<file path="config.mk">
export PLATFORM = sky130hd
export DESIGN_NAME = controller
export DESIGN_NICKNAME = d
export VERILOG_FILES = /design/src/rtl/controller.sv
export SDC_FILE = /design/constraint.sdc
export NUM_CORES = 1
export LEC_CHECK = 0
export CAP_MARGIN = 20
export CORE_ASPECT_RATIO = 1.1
export CORE_MARGIN = 1
export CORE_UTILIZATION = 40
export CTS_CLUSTER_DIAMETER = 100
export CTS_CLUSTER_SIZE = 30
export DETAILED_ROUTE_END_ITERATION = 12
export GPL_TIMING_DRIVEN = 0
export PLACE_DENSITY = 0.62
export SYNTH_ARGS = -nofsm -noshare
export SYNTH_HDL_FRONTEND = slang
export SYNTH_SLANG_ARGS = --single-unit
</file>
<file path="constraint.sdc">
create_clock -name SCLK -period 2.6 [get_ports SCLK]
set_input_delay 0.39 -clock SCLK [delete_from_list [all_inputs] [get_ports SCLK]]
set_output_delay 0.39 -clock SCLK [all_outputs]
set_load 0.05 [all_outputs]
</file>
<file path="src/rtl/controller.sv">
// LED pattern generator: a WIDTH-bit Johnson running light whose step rate
// is set by a per-mode clock divider; mode 3 runs the pattern once and stops.
module controller #(
  parameter int WIDTH    = 16,
  parameter int DIV_SLOW = 1000,
  parameter int DIV_MID  = 500,
  parameter int DIV_FAST = 200
) (
  input  logic             SCLK,
  input  logic             RST,
  input  logic [1:0]       SW,
  output logic [WIDTH-1:0] LD
);

  localparam int MAX_DIV_SM = (DIV_SLOW > DIV_MID) ? DIV_SLOW : DIV_MID;
  localparam int MAX_DIV    = (MAX_DIV_SM > DIV_FAST) ? MAX_DIV_SM : DIV_FAST;
  localparam int CNT_W      = (MAX_DIV > 1) ? $clog2(MAX_DIV) : 1;
  localparam int STEPS      = 2 * WIDTH;
  localparam int STEP_W     = $clog2(STEPS + 1);

  typedef enum logic [1:0] {
    MODE_OFF  = 2'd0,
    MODE_SLOW = 2'd1,
    MODE_MID  = 2'd2,
    MODE_FAST = 2'd3
  } mode_e;

  mode_e             mode_q, mode_d;
  logic [CNT_W-1:0]  div_cnt_q, div_cnt_d;
  logic [CNT_W-1:0]  div_last;
  logic [STEP_W-1:0] step_cnt_q, step_cnt_d;
  logic              done_q, done_d;
  logic [WIDTH-1:0]  ld_q, ld_d;
  logic              mode_change;
  logic              step_en;

  always_comb begin
    div_last = '0;
    unique case (mode_q)
      MODE_SLOW: div_last = CNT_W'(DIV_SLOW - 1);
      MODE_MID:  div_last = CNT_W'(DIV_MID - 1);
      MODE_FAST: div_last = CNT_W'(DIV_FAST - 1);
      default:   div_last = '0;
    endcase
  end

  assign mode_change = (SW != mode_q);
  assign step_en     = (mode_q != MODE_OFF) && !done_q && (div_cnt_q == div_last);

  always_comb begin
    // NOTE: every _d starts from its _q so no path through this block can infer a latch.
    mode_d     = mode_q;
    div_cnt_d  = div_cnt_q;
    step_cnt_d = step_cnt_q;
    done_d     = done_q;
    ld_d       = ld_q;

    if (mode_change) begin
      // A mode change wins over any step due on the same edge.
      mode_d     = mode_e'(SW);
      div_cnt_d  = '0;
      step_cnt_d = '0;
      done_d     = 1'b0;
      ld_d       = '0;
    end else if (mode_q == MODE_OFF) begin
      div_cnt_d  = '0;
      step_cnt_d = '0;
      ld_d       = '0;
    end else if (!done_q) begin
      if (step_en) begin
        div_cnt_d = '0;
        ld_d      = {ld_q[WIDTH-2:0], ~ld_q[WIDTH-1]};
        if (mode_q == MODE_FAST) begin
          step_cnt_d = step_cnt_q + 1'b1;
          // The final step of the one-shot lands on all-zeros, then freezes.
          if (step_cnt_q == STEP_W'(STEPS - 1)) begin
            done_d = 1'b1;
          end
        end
      end else begin
        div_cnt_d = div_cnt_q + 1'b1;
      end
    end
  end

  // NOTE: sequential state uses non-blocking assignments so all flops update together.
  always_ff @(posedge SCLK) begin
    if (RST) begin
      mode_q     <= MODE_OFF;
      div_cnt_q  <= '0;
      step_cnt_q <= '0;
      done_q     <= 1'b0;
      ld_q       <= '0;
    end else begin
      mode_q     <= mode_d;
      div_cnt_q  <= div_cnt_d;
      step_cnt_q <= step_cnt_d;
      done_q     <= done_d;
      ld_q       <= ld_d;
    end
  end

  assign LD = ld_q;

endmodule

</file>
==> results of run 1 <==
==> registers in the layout, indices dropped and copies added (netlist names) <==
signal / count
done_q: 1
div_cnt_q: 10
step_cnt_q: 6
LD: 16
mode_q: 2
==> where the power goes <==
group | total, mW | internal, mW | switching (mW)
clock network | 0.594 | 0.382 | 0.211
logic | 0.0675 | 0.0297 | 0.0378
registers | 0.541 | 0.538 | 0.00360
total | 1.20 | 0.950 | 0.253
==> stage by stage <==
stage	power (mW)	instances	hold WS (ps)	utilization, %	setup WS [ps]
2_1_floorplan	0.600	176	452	-	193
3_3_place_gp	0.616	245	469	49.5	-187
3_5_place_dp	0.617	245	474	49.5	-194
4_1_cts	1.21	254	489	53.7	18.6
5_1_grt	1.24	254	515	54.0	1.35
6_report	1.20	254	482	54.0	126
==> metal layers <==
layer / wire length (um) / GRT usage [%] / vias to the layer above / share of wire, %
met2: 1680 / 32.7 / 26 / 50
met4: 52 / 7.85 / 0 / 1.5
met3: 154 / 5.83 / 5 / 4.6
met5: 0 / 0 / - / 0
met1: 1480 / 18.9 / 649 / 44
li1: - / - / 675 / -
==> worst max path at each step <==
stage               endpoint  slack (ps)
2_1_floorplan  step_cnt_q[5]         190
3_3_place_gp    div_cnt_q[9]        -190
3_5_place_dp    div_cnt_q[5]        -190
4_1_cts        step_cnt_q[5]          20
5_1_grt        step_cnt_q[2]           1
6_report       step_cnt_q[5]         130
==> final cells by class <==
class / count / area share [%]
sequential: 35 / 34.9
buffer: 7 / 1.61
tap: 50 / 3.09
timing repair buffer: 20 / 9.78
clock inverter: 3 / 3.34
inverter: 5 / 0.928
clock buffer: 5 / 3.40
multi-input combinational: 129 / 42.9
==> logic make-up after synthesis <==
family	share of synthesized area (%)
xor gates and xnor gates	6.03
and+or+nand+nor	22.4
adders and majority gates	5.48
buffers and inverters	3.13
muxes	8.76
AOI/OAI and AO/OA	10.4
DFF	43.8
==> worst reg2reg max path, stage by stage, from the launching register on <==
cell and delay [ps]:
dfxtp_4 370, inv_1 70, ha_2 220, nand2b_1 150
a211o_1 320, or4_1 460, buf_2 180, or4_1 510
a21oi_1 140
==> cells in the final DEF, fill, tap and decap left out, types with 6 or more instances in the layout <==
master,instances
dfxtp_1,33
nand2_1,21
clkdlybuf4s50_1,19
mux2i_1,14
nor2_1,13
a21oi_1,12
xor2_1,9
nand3_1,9
or4_1,6
o31ai_1,6
ha_1,6
==> timing repair <==
| action | 4_1_cts | 5_1_grt |
|---|---|---|
| resized for setup | 4 | 5 |
| pin swaps | 1 | 0 |
| setup buffers | 1 | 0 |
| setup endpoints to repair | 20 | 15 |
==> flow_results.xml, run 1 <==
<?xml version="1.0" encoding="UTF-8"?>
<metrics>
  <group name="yosys">
    <metric name="post_synth_main_area_contributors" unit="">dfxtp_1 44%, mux2i_1 8.8%, ha_1 5.5%, nand2_1 4.9%, xor2_1 4.9%</metric>
    <metric name="syn_inst" unit="">176</metric>
    <metric name="yosysUniqueCellTypes" unit="">36</metric>
    <metric name="yosys-top-cells-count" unit="">35 x dfxtp_1, 21 x nand2_1, 14 x mux2i_1, 13 x nor2_1, 12 x a21oi_1</metric>
    <metric name="synth_top_area_share" unit="%">43.8</metric>
    <metric name="synth_edf_count" unit="">0</metric>
    <metric name="ys_ff_latch" unit="">35</metric>
    <metric name="leading_cell_type_by_number_of_instances_after_synthesis" unit="">dfxtp_1</metric>
    <metric name="synth_area" unit="mm2">0.00160</metric>
    <metric name="syn-mean-instance-area" unit="um2">9.09</metric>
    <metric name="netlist.top_cell.by_area" unit="">dfxtp_1</metric>
    <metric name="synth_fp_nets" unit="">187</metric>
    <metric name="asyncSetResetFlopFracSynth" unit="%">0</metric>
    <metric name="yosysSeqAreaShare" unit="%">43.8</metric>
    <metric name="main_synth_ff_type" unit="">dfxtp_1</metric>
    <metric name="synth.yosys.warnings" unit="">0</metric>
  </group>
  <group name="clock_network">
    <metric name="tritoncts" unit="">built</metric>
    <metric name="cts_hold_buffers" unit="">0</metric>
    <metric name="cts_buf_count" unit="">5</metric>
    <metric name="clkLatencyLatePin" unit="ps">290</metric>
    <metric name="clkTransAtPathRegs" unit="ps">80</metric>
    <metric name="tritoncts_num_sinks" unit="">35</metric>
    <metric name="cts.htree.levels" unit="">2</metric>
    <metric name="clock_tree.buffer_depth" unit="">2</metric>
    <metric name="cts.root.buffer_cell" unit="">clkbuf_8</metric>
  </group>
  <group name="routing">
    <metric name="total_iterations_of_the_first_detailed_routing_run" unit="">4</metric>
    <metric name="routed_wirelength" unit="um">3370</metric>
    <metric name="remaining_drc_errors" unit="">0</metric>
    <metric name="avgRoutedWirePerCell" unit="um">13.3</metric>
    <metric name="routed-via-count" unit="">1355</metric>
    <metric name="initialDrtViolationCount" unit="">52</metric>
    <metric name="routed_via_count_divided_by_cell_count" unit="">5.33</metric>
    <metric name="drt.antenna.violating_nets" unit="">0</metric>
  </group>
  <group name="setup_path">
    <metric name="crit-reg2reg-capture" unit="">step_cnt_q[5]</metric>
    <metric name="critPathKind" unit="">reg -&gt; reg</metric>
    <metric name="worstReg2RegStart" unit="">mode_q[0]</metric>
    <metric name="ff2ff_setup_slack" unit="ps">130</metric>
    <metric name="max_incr_delay_on_cp" unit="ps">510</metric>
    <metric name="critPathRequiredTime" unit="ps">2830</metric>
    <metric name="path_delay_family" unit="">simple AND/OR/NAND/NOR gates</metric>
    <metric name="critical_path_buf_inv_count" unit="">2</metric>
    <metric name="critPathMaxFanout" unit="">7</metric>
    <metric name="timing.critical_path.from" unit="">mode_q[0]</metric>
    <metric name="path_common_cell" unit="">or4_1</metric>
    <metric name="critical_path_depth" unit="">8</metric>
    <metric name="critical-path-slowest-cell" unit="">or4_1</metric>
    <metric name="cp_data_arrival_time" unit="ps">2700</metric>
    <metric name="worst-r2r-cell-count" unit="">8</metric>
    <metric name="critPathCaptureType" unit="">flop</metric>
    <metric name="crit_chain" unit="">inv_1 &gt; ha_2 &gt; nand2b_1 &gt; a211o_1 &gt; or4_1 &gt; buf_2 &gt; or4_1 &gt; a21oi_1</metric>
    <metric name="worstSetupStartpointType" unit="">flop</metric>
  </group>
  <group name="flow_run">
    <metric name="number_of_maximum_capacitance_constraint_violations" unit="">0</metric>
  </group>
  <group name="floorplanning">
    <metric name="core" unit="mm2">0.00374</metric>
    <metric name="die_x" unit="um">62.3</metric>
    <metric name="start_util" unit="%">42.7</metric>
    <metric name="fp.dieArea" unit="mm2">0.00425</metric>
    <metric name="num_rows" unit="">23</metric>
    <metric name="chipHeight" unit="um">68.3</metric>
    <metric name="ioPinCount" unit="">20</metric>
  </group>
  <group name="cells_and_area">
    <metric name="antenna-diode-count" unit="">0</metric>
    <metric name="design.final.nets" unit="">214</metric>
    <metric name="final_layout_size_suffix_gt1_share" unit="%">9.31</metric>
    <metric name="area.growth.synth_to_final" unit="%">26.4</metric>
    <metric name="multiInputGateArea" unit="um2">868</metric>
    <metric name="post-route-cell-area" unit="mm2">0.00202</metric>
    <metric name="ff_latch_area" unit="um2">706</metric>
    <metric name="final.fill_count" unit="">361</metric>
  </group>
  <group name="timing">
    <metric name="fin_skew" unit="ps">2.76</metric>
    <metric name="finalSetupViolations" unit="">0</metric>
    <metric name="worst_pin_slew" unit="ps">802</metric>
    <metric name="timing.final.hold_violations" unit="">0</metric>
    <metric name="rsz0062_at_grt" unit="">false</metric>
    <metric name="min_period_over_period" unit="%">95.2</metric>
    <metric name="max_freq" unit="MHz">404</metric>
    <metric name="finalCriticalPeriod" unit="ps">2470</metric>
    <metric name="report.final.slew_viol_count" unit="">0</metric>
    <metric name="maxSlewHeadroom" unit="%">46.0</metric>
    <metric name="setup_total_negative_slack" unit="ps">0</metric>
  </group>
  <group name="min_path">
    <metric name="worstHoldEndpoint" unit="">LD[0]</metric>
    <metric name="worst_hold_launch" unit="">LD[15]</metric>
    <metric name="min_path_type" unit="">reg -&gt; reg</metric>
    <metric name="whs_path_depth" unit="">1</metric>
  </group>
  <group name="placement">
    <metric name="detailed_place_hpwl" unit="um">2330</metric>
    <metric name="final_weighted_congestion_of_routability_driven_global_placement" unit="">0.822</metric>
    <metric name="post_dp_cell_area" unit="mm2">0.00185</metric>
    <metric name="number_of_buffer_cells_added_on_primary_ports" unit="">19</metric>
  </group>
  <group name="grt">
    <metric name="largest_net_degree_at_the_start_of_global_routing" unit="">13</metric>
    <metric name="groute.usage.overall" unit="%">17.8</metric>
    <metric name="global_route.overflow_total" unit="">0</metric>
    <metric name="antenna_violations_before_repair" unit="">0</metric>
    <metric name="first_global_vias" unit="">1375</metric>
    <metric name="global_route_wire_length_before_repair" unit="um">5880</metric>
  </group>
  <group name="power_and_ir_drop">
    <metric name="power.density_cell_area" unit="mW/mm2">595</metric>
    <metric name="peak_ir_drop_on_the_vdd_network" unit="mV">0.392</metric>
    <metric name="static_leakage" unit="nW">0.703</metric>
  </group>
  <group name="status">
    <metric name="status" unit="">complete, no violations</metric>
  </group>
</metrics>
Power figures use the tool's default switching activity.
==> inputs of run 2 (changes only) <==
--- a/config.mk
+++ b/config.mk
@@ -8,12 +8,13 @@
 export CAP_MARGIN = 20
 export CORE_ASPECT_RATIO = 1.1
 export CORE_MARGIN = 1
-export CORE_UTILIZATION = 40
+export CORE_UTILIZATION = 49
 export CTS_CLUSTER_DIAMETER = 100
 export CTS_CLUSTER_SIZE = 30
 export DETAILED_ROUTE_END_ITERATION = 12
 export GPL_TIMING_DRIVEN = 0
-export PLACE_DENSITY = 0.62
+export PLACE_DENSITY = 0.74
+export RECOVER_POWER = 25
 export SYNTH_ARGS = -nofsm -noshare
 export SYNTH_HDL_FRONTEND = slang
 export SYNTH_SLANG_ARGS = --single-unit
==> flow_results.xml, run 2 (synthesis results as in run 1) <==
<?xml version="1.0" encoding="UTF-8"?>
<metrics>
  <group name="power_and_ir_drop">
    <metric name="p_seq_share" unit="%">59.5</metric>
    <metric name="total_power" unit="mW">0.910</metric>
    <metric name="internal_power" unit="mW">0.671</metric>
    <metric name="static_leakage" unit="nW">0.704</metric>
    <metric name="clkPwrFrac" unit="%">32.8</metric>
    <metric name="switching_power_as_a_share_of_total_power" unit="%">26.2</metric>
    <metric name="net-switching-power" unit="mW">0.238</metric>
    <metric name="peak_ir_drop_on_the_vdd_network" unit="mV">0.411</metric>
    <metric name="power.density_cell_area" unit="mW/mm2">467</metric>
    <metric name="comb_power_share" unit="%">7.6</metric>
  </group>
  <group name="cells_and_area">
    <metric name="final_layout_size_suffix_gt1_share" unit="%">11.3</metric>
    <metric name="antenna-diode-count" unit="">0</metric>
    <metric name="area.growth.synth_to_final" unit="%">21.8</metric>
    <metric name="layout_commonest_cell" unit="">dfxtp_1</metric>
    <metric name="design.final.nets" unit="">214</metric>
    <metric name="largest_reg_flops" unit="">16</metric>
    <metric name="mostFrequentLayoutCells" unit="">33 x dfxtp_1, 21 x nand2_1, 14 x mux2i_1</metric>
    <metric name="post-route-cell-area" unit="mm2">0.00195</metric>
    <metric name="final.fill_count" unit="">263</metric>
  </group>
  <group name="clock_network">
    <metric name="cts.htree.levels" unit="">2</metric>
    <metric name="tritoncts_num_sinks" unit="">35</metric>
    <metric name="cts_hold_buffers" unit="">0</metric>
    <metric name="clock_tree.buffer_depth" unit="">2</metric>
    <metric name="tritoncts" unit="">built</metric>
    <metric name="clkTransAtPathRegs" unit="ps">110</metric>
    <metric name="cts_buf_count" unit="">5</metric>
    <metric name="clkLatencyLatePin" unit="ps">350</metric>
    <metric name="cts.root.buffer_cell" unit="">clkbuf_4</metric>
  </group>
  <group name="routing">
    <metric name="routed_wirelength" unit="um">3340</metric>
    <metric name="remaining_drc_errors" unit="">0</metric>
    <metric name="initialDrtViolationCount" unit="">31</metric>
    <metric name="drt.antenna.violating_nets" unit="">0</metric>
    <metric name="avgRoutedWirePerCell" unit="um">14.1</metric>
    <metric name="routed-via-count" unit="">1349</metric>
    <metric name="total_iterations_of_the_first_detailed_routing_run" unit="">4</metric>
    <metric name="routed_via_count_divided_by_cell_count" unit="">5.67</metric>
  </group>
  <group name="placement">
    <metric name="final_weighted_congestion_of_routability_driven_global_placement" unit="">0.762</metric>
    <metric name="post_dp_cell_area" unit="mm2">0.00183</metric>
    <metric name="detailed_place_hpwl" unit="um">2420</metric>
    <metric name="number_of_buffer_cells_added_on_primary_ports" unit="">19</metric>
  </group>
  <group name="setup_path">
    <metric name="max_incr_delay_on_cp" unit="ps">510</metric>
    <metric name="critPathCaptureType" unit="">flop</metric>
    <metric name="critPathKind" unit="">reg -&gt; reg</metric>
    <metric name="path_common_cell" unit="">or4_1</metric>
    <metric name="worstSetupStartpointType" unit="">flop</metric>
    <metric name="critical_path_buf_inv_count" unit="">2</metric>
    <metric name="path_delay_family" unit="">simple AND/OR/NAND/NOR gates</metric>
    <metric name="crit_chain" unit="">inv_1 &gt; ha_1 &gt; xor2_1 &gt; a211o_1 &gt; or4_1 &gt; buf_4 &gt; or4_1 &gt; a21oi_1</metric>
    <metric name="critPathMaxFanout" unit="">7</metric>
    <metric name="cp_data_arrival_time" unit="ps">2770</metric>
    <metric name="critPathRequiredTime" unit="ps">2880</metric>
    <metric name="critical-path-slowest-cell" unit="">or4_1</metric>
  </group>
  <group name="floorplanning">
    <metric name="chipHeight" unit="um">61.9</metric>
    <metric name="start_util" unit="%">52.0</metric>
    <metric name="die_x" unit="um">56.5</metric>
    <metric name="fp.dieArea" unit="mm2">0.00350</metric>
    <metric name="ioPinCount" unit="">20</metric>
    <metric name="core" unit="mm2">0.00307</metric>
    <metric name="num_rows" unit="">21</metric>
  </group>
  <group name="timing">
    <metric name="finalSetupViolations" unit="">0</metric>
    <metric name="worst_pin_slew" unit="ps">799</metric>
    <metric name="report.final.slew_viol_count" unit="">0</metric>
    <metric name="rsz0062_at_grt" unit="">false</metric>
    <metric name="finalCriticalPeriod" unit="ps">2490</metric>
    <metric name="timing.final.hold_violations" unit="">0</metric>
    <metric name="maxSlewHeadroom" unit="%">46.3</metric>
    <metric name="max_freq" unit="MHz">401</metric>
    <metric name="fin_skew" unit="ps">8.26</metric>
    <metric name="min_period_over_period" unit="%">95.9</metric>
  </group>
  <group name="grt">
    <metric name="grt.met2_usage" unit="%">35.8</metric>
    <metric name="global_route.overflow_total" unit="">0</metric>
    <metric name="met3_usage" unit="%">6.00</metric>
    <metric name="largest_net_degree_at_the_start_of_global_routing" unit="">13</metric>
    <metric name="antenna_violations_before_repair" unit="">0</metric>
    <metric name="grt_busiest_layer" unit="">met2</metric>
    <metric name="groute.usage.overall" unit="%">20.3</metric>
    <metric name="global_route_wire_length_before_repair" unit="um">5410</metric>
    <metric name="first_global_vias" unit="">1240</metric>
    <metric name="grtUsageMet1" unit="%">23.8</metric>
  </group>
  <group name="min_path">
    <metric name="min_path_type" unit="">reg -&gt; reg</metric>
  </group>
  <group name="flow_run">
    <metric name="number_of_maximum_capacitance_constraint_violations" unit="">0</metric>
  </group>
  <group name="status">
    <metric name="status" unit="">complete, no violations</metric>
  </group>
</metrics>
run 2: path summary, 6_finish.rpt:
| check | startpoint | to | slack (ps) | cells after the start |
|---|---|---|---|---|
| setup / recovery | mode_q[1] | step_cnt_q[5] | 110 | 8 |
| setup reg to reg | mode_q[1] | step_cnt_q[5] | 110 | 8 |
| hold reg to reg | LD[15] | LD[0] | 490 | 1 |
| hold / removal | LD[15] | LD[0] | 490 | 1 |
run 2: stage by stage:
step	hold WS, ps	util (%)	setup TNS (ps)	cells	worst slack (ps)
2_1_floorplan	452	-	0	176	193
3_3_place_gp	465	59.6	-526	229	-93.6
3_5_place_dp	476	59.6	-1390	229	-174
4_1_cts	479	61.9	0	238	24.4
5_1_grt	511	63.4	0	238	6.00
6_report	489	63.4	0	238	108
run 2: layout make-up:
class / instances / area (um2) / share of cell area [%]
clock inverters: 3 / 20.0 / 1.03
well taps: 34 / 42.5 / 2.18
clock buffers: 5 / 37.5 / 1.93
multi-input cells: 129 / 888 / 45.6
flip-flops and latches: 35 / 706 / 36.2
inverters: 5 / 18.8 / 0.963
plain buffers: 7 / 37.5 / 1.93
repair buffers: 20 / 198 / 10.1
run 2: power groups by stage:
stage | Combinational [mW] | Sequential (mW) | Clock, mW
floorplan | 0.0464 | 0.554 | 0
global placement | 0.0610 | 0.554 | 0
detailed placement | 0.0635 | 0.554 | 0
CTS | 0.0661 | 0.542 | 0.303
global route | 0.0765 | 0.542 | 0.323
finish | 0.0694 | 0.542 | 0.299
run 2: repair_timing:
action / in CTS / in global routing
resized for setup: 4 / 12
endpoints found under the setup margin: 22 / 20
buffers inserted: 1 / 0
pin swaps: 1 / 1
run 2: routing by layer:
layer | part of all wire, % | up-vias
met1 | 44 | 635
met5 | 0 | -
met3 | 4.2 | 8
li1 | - | 680
met4 | 2.1 | 0
met2 | 49 | 26
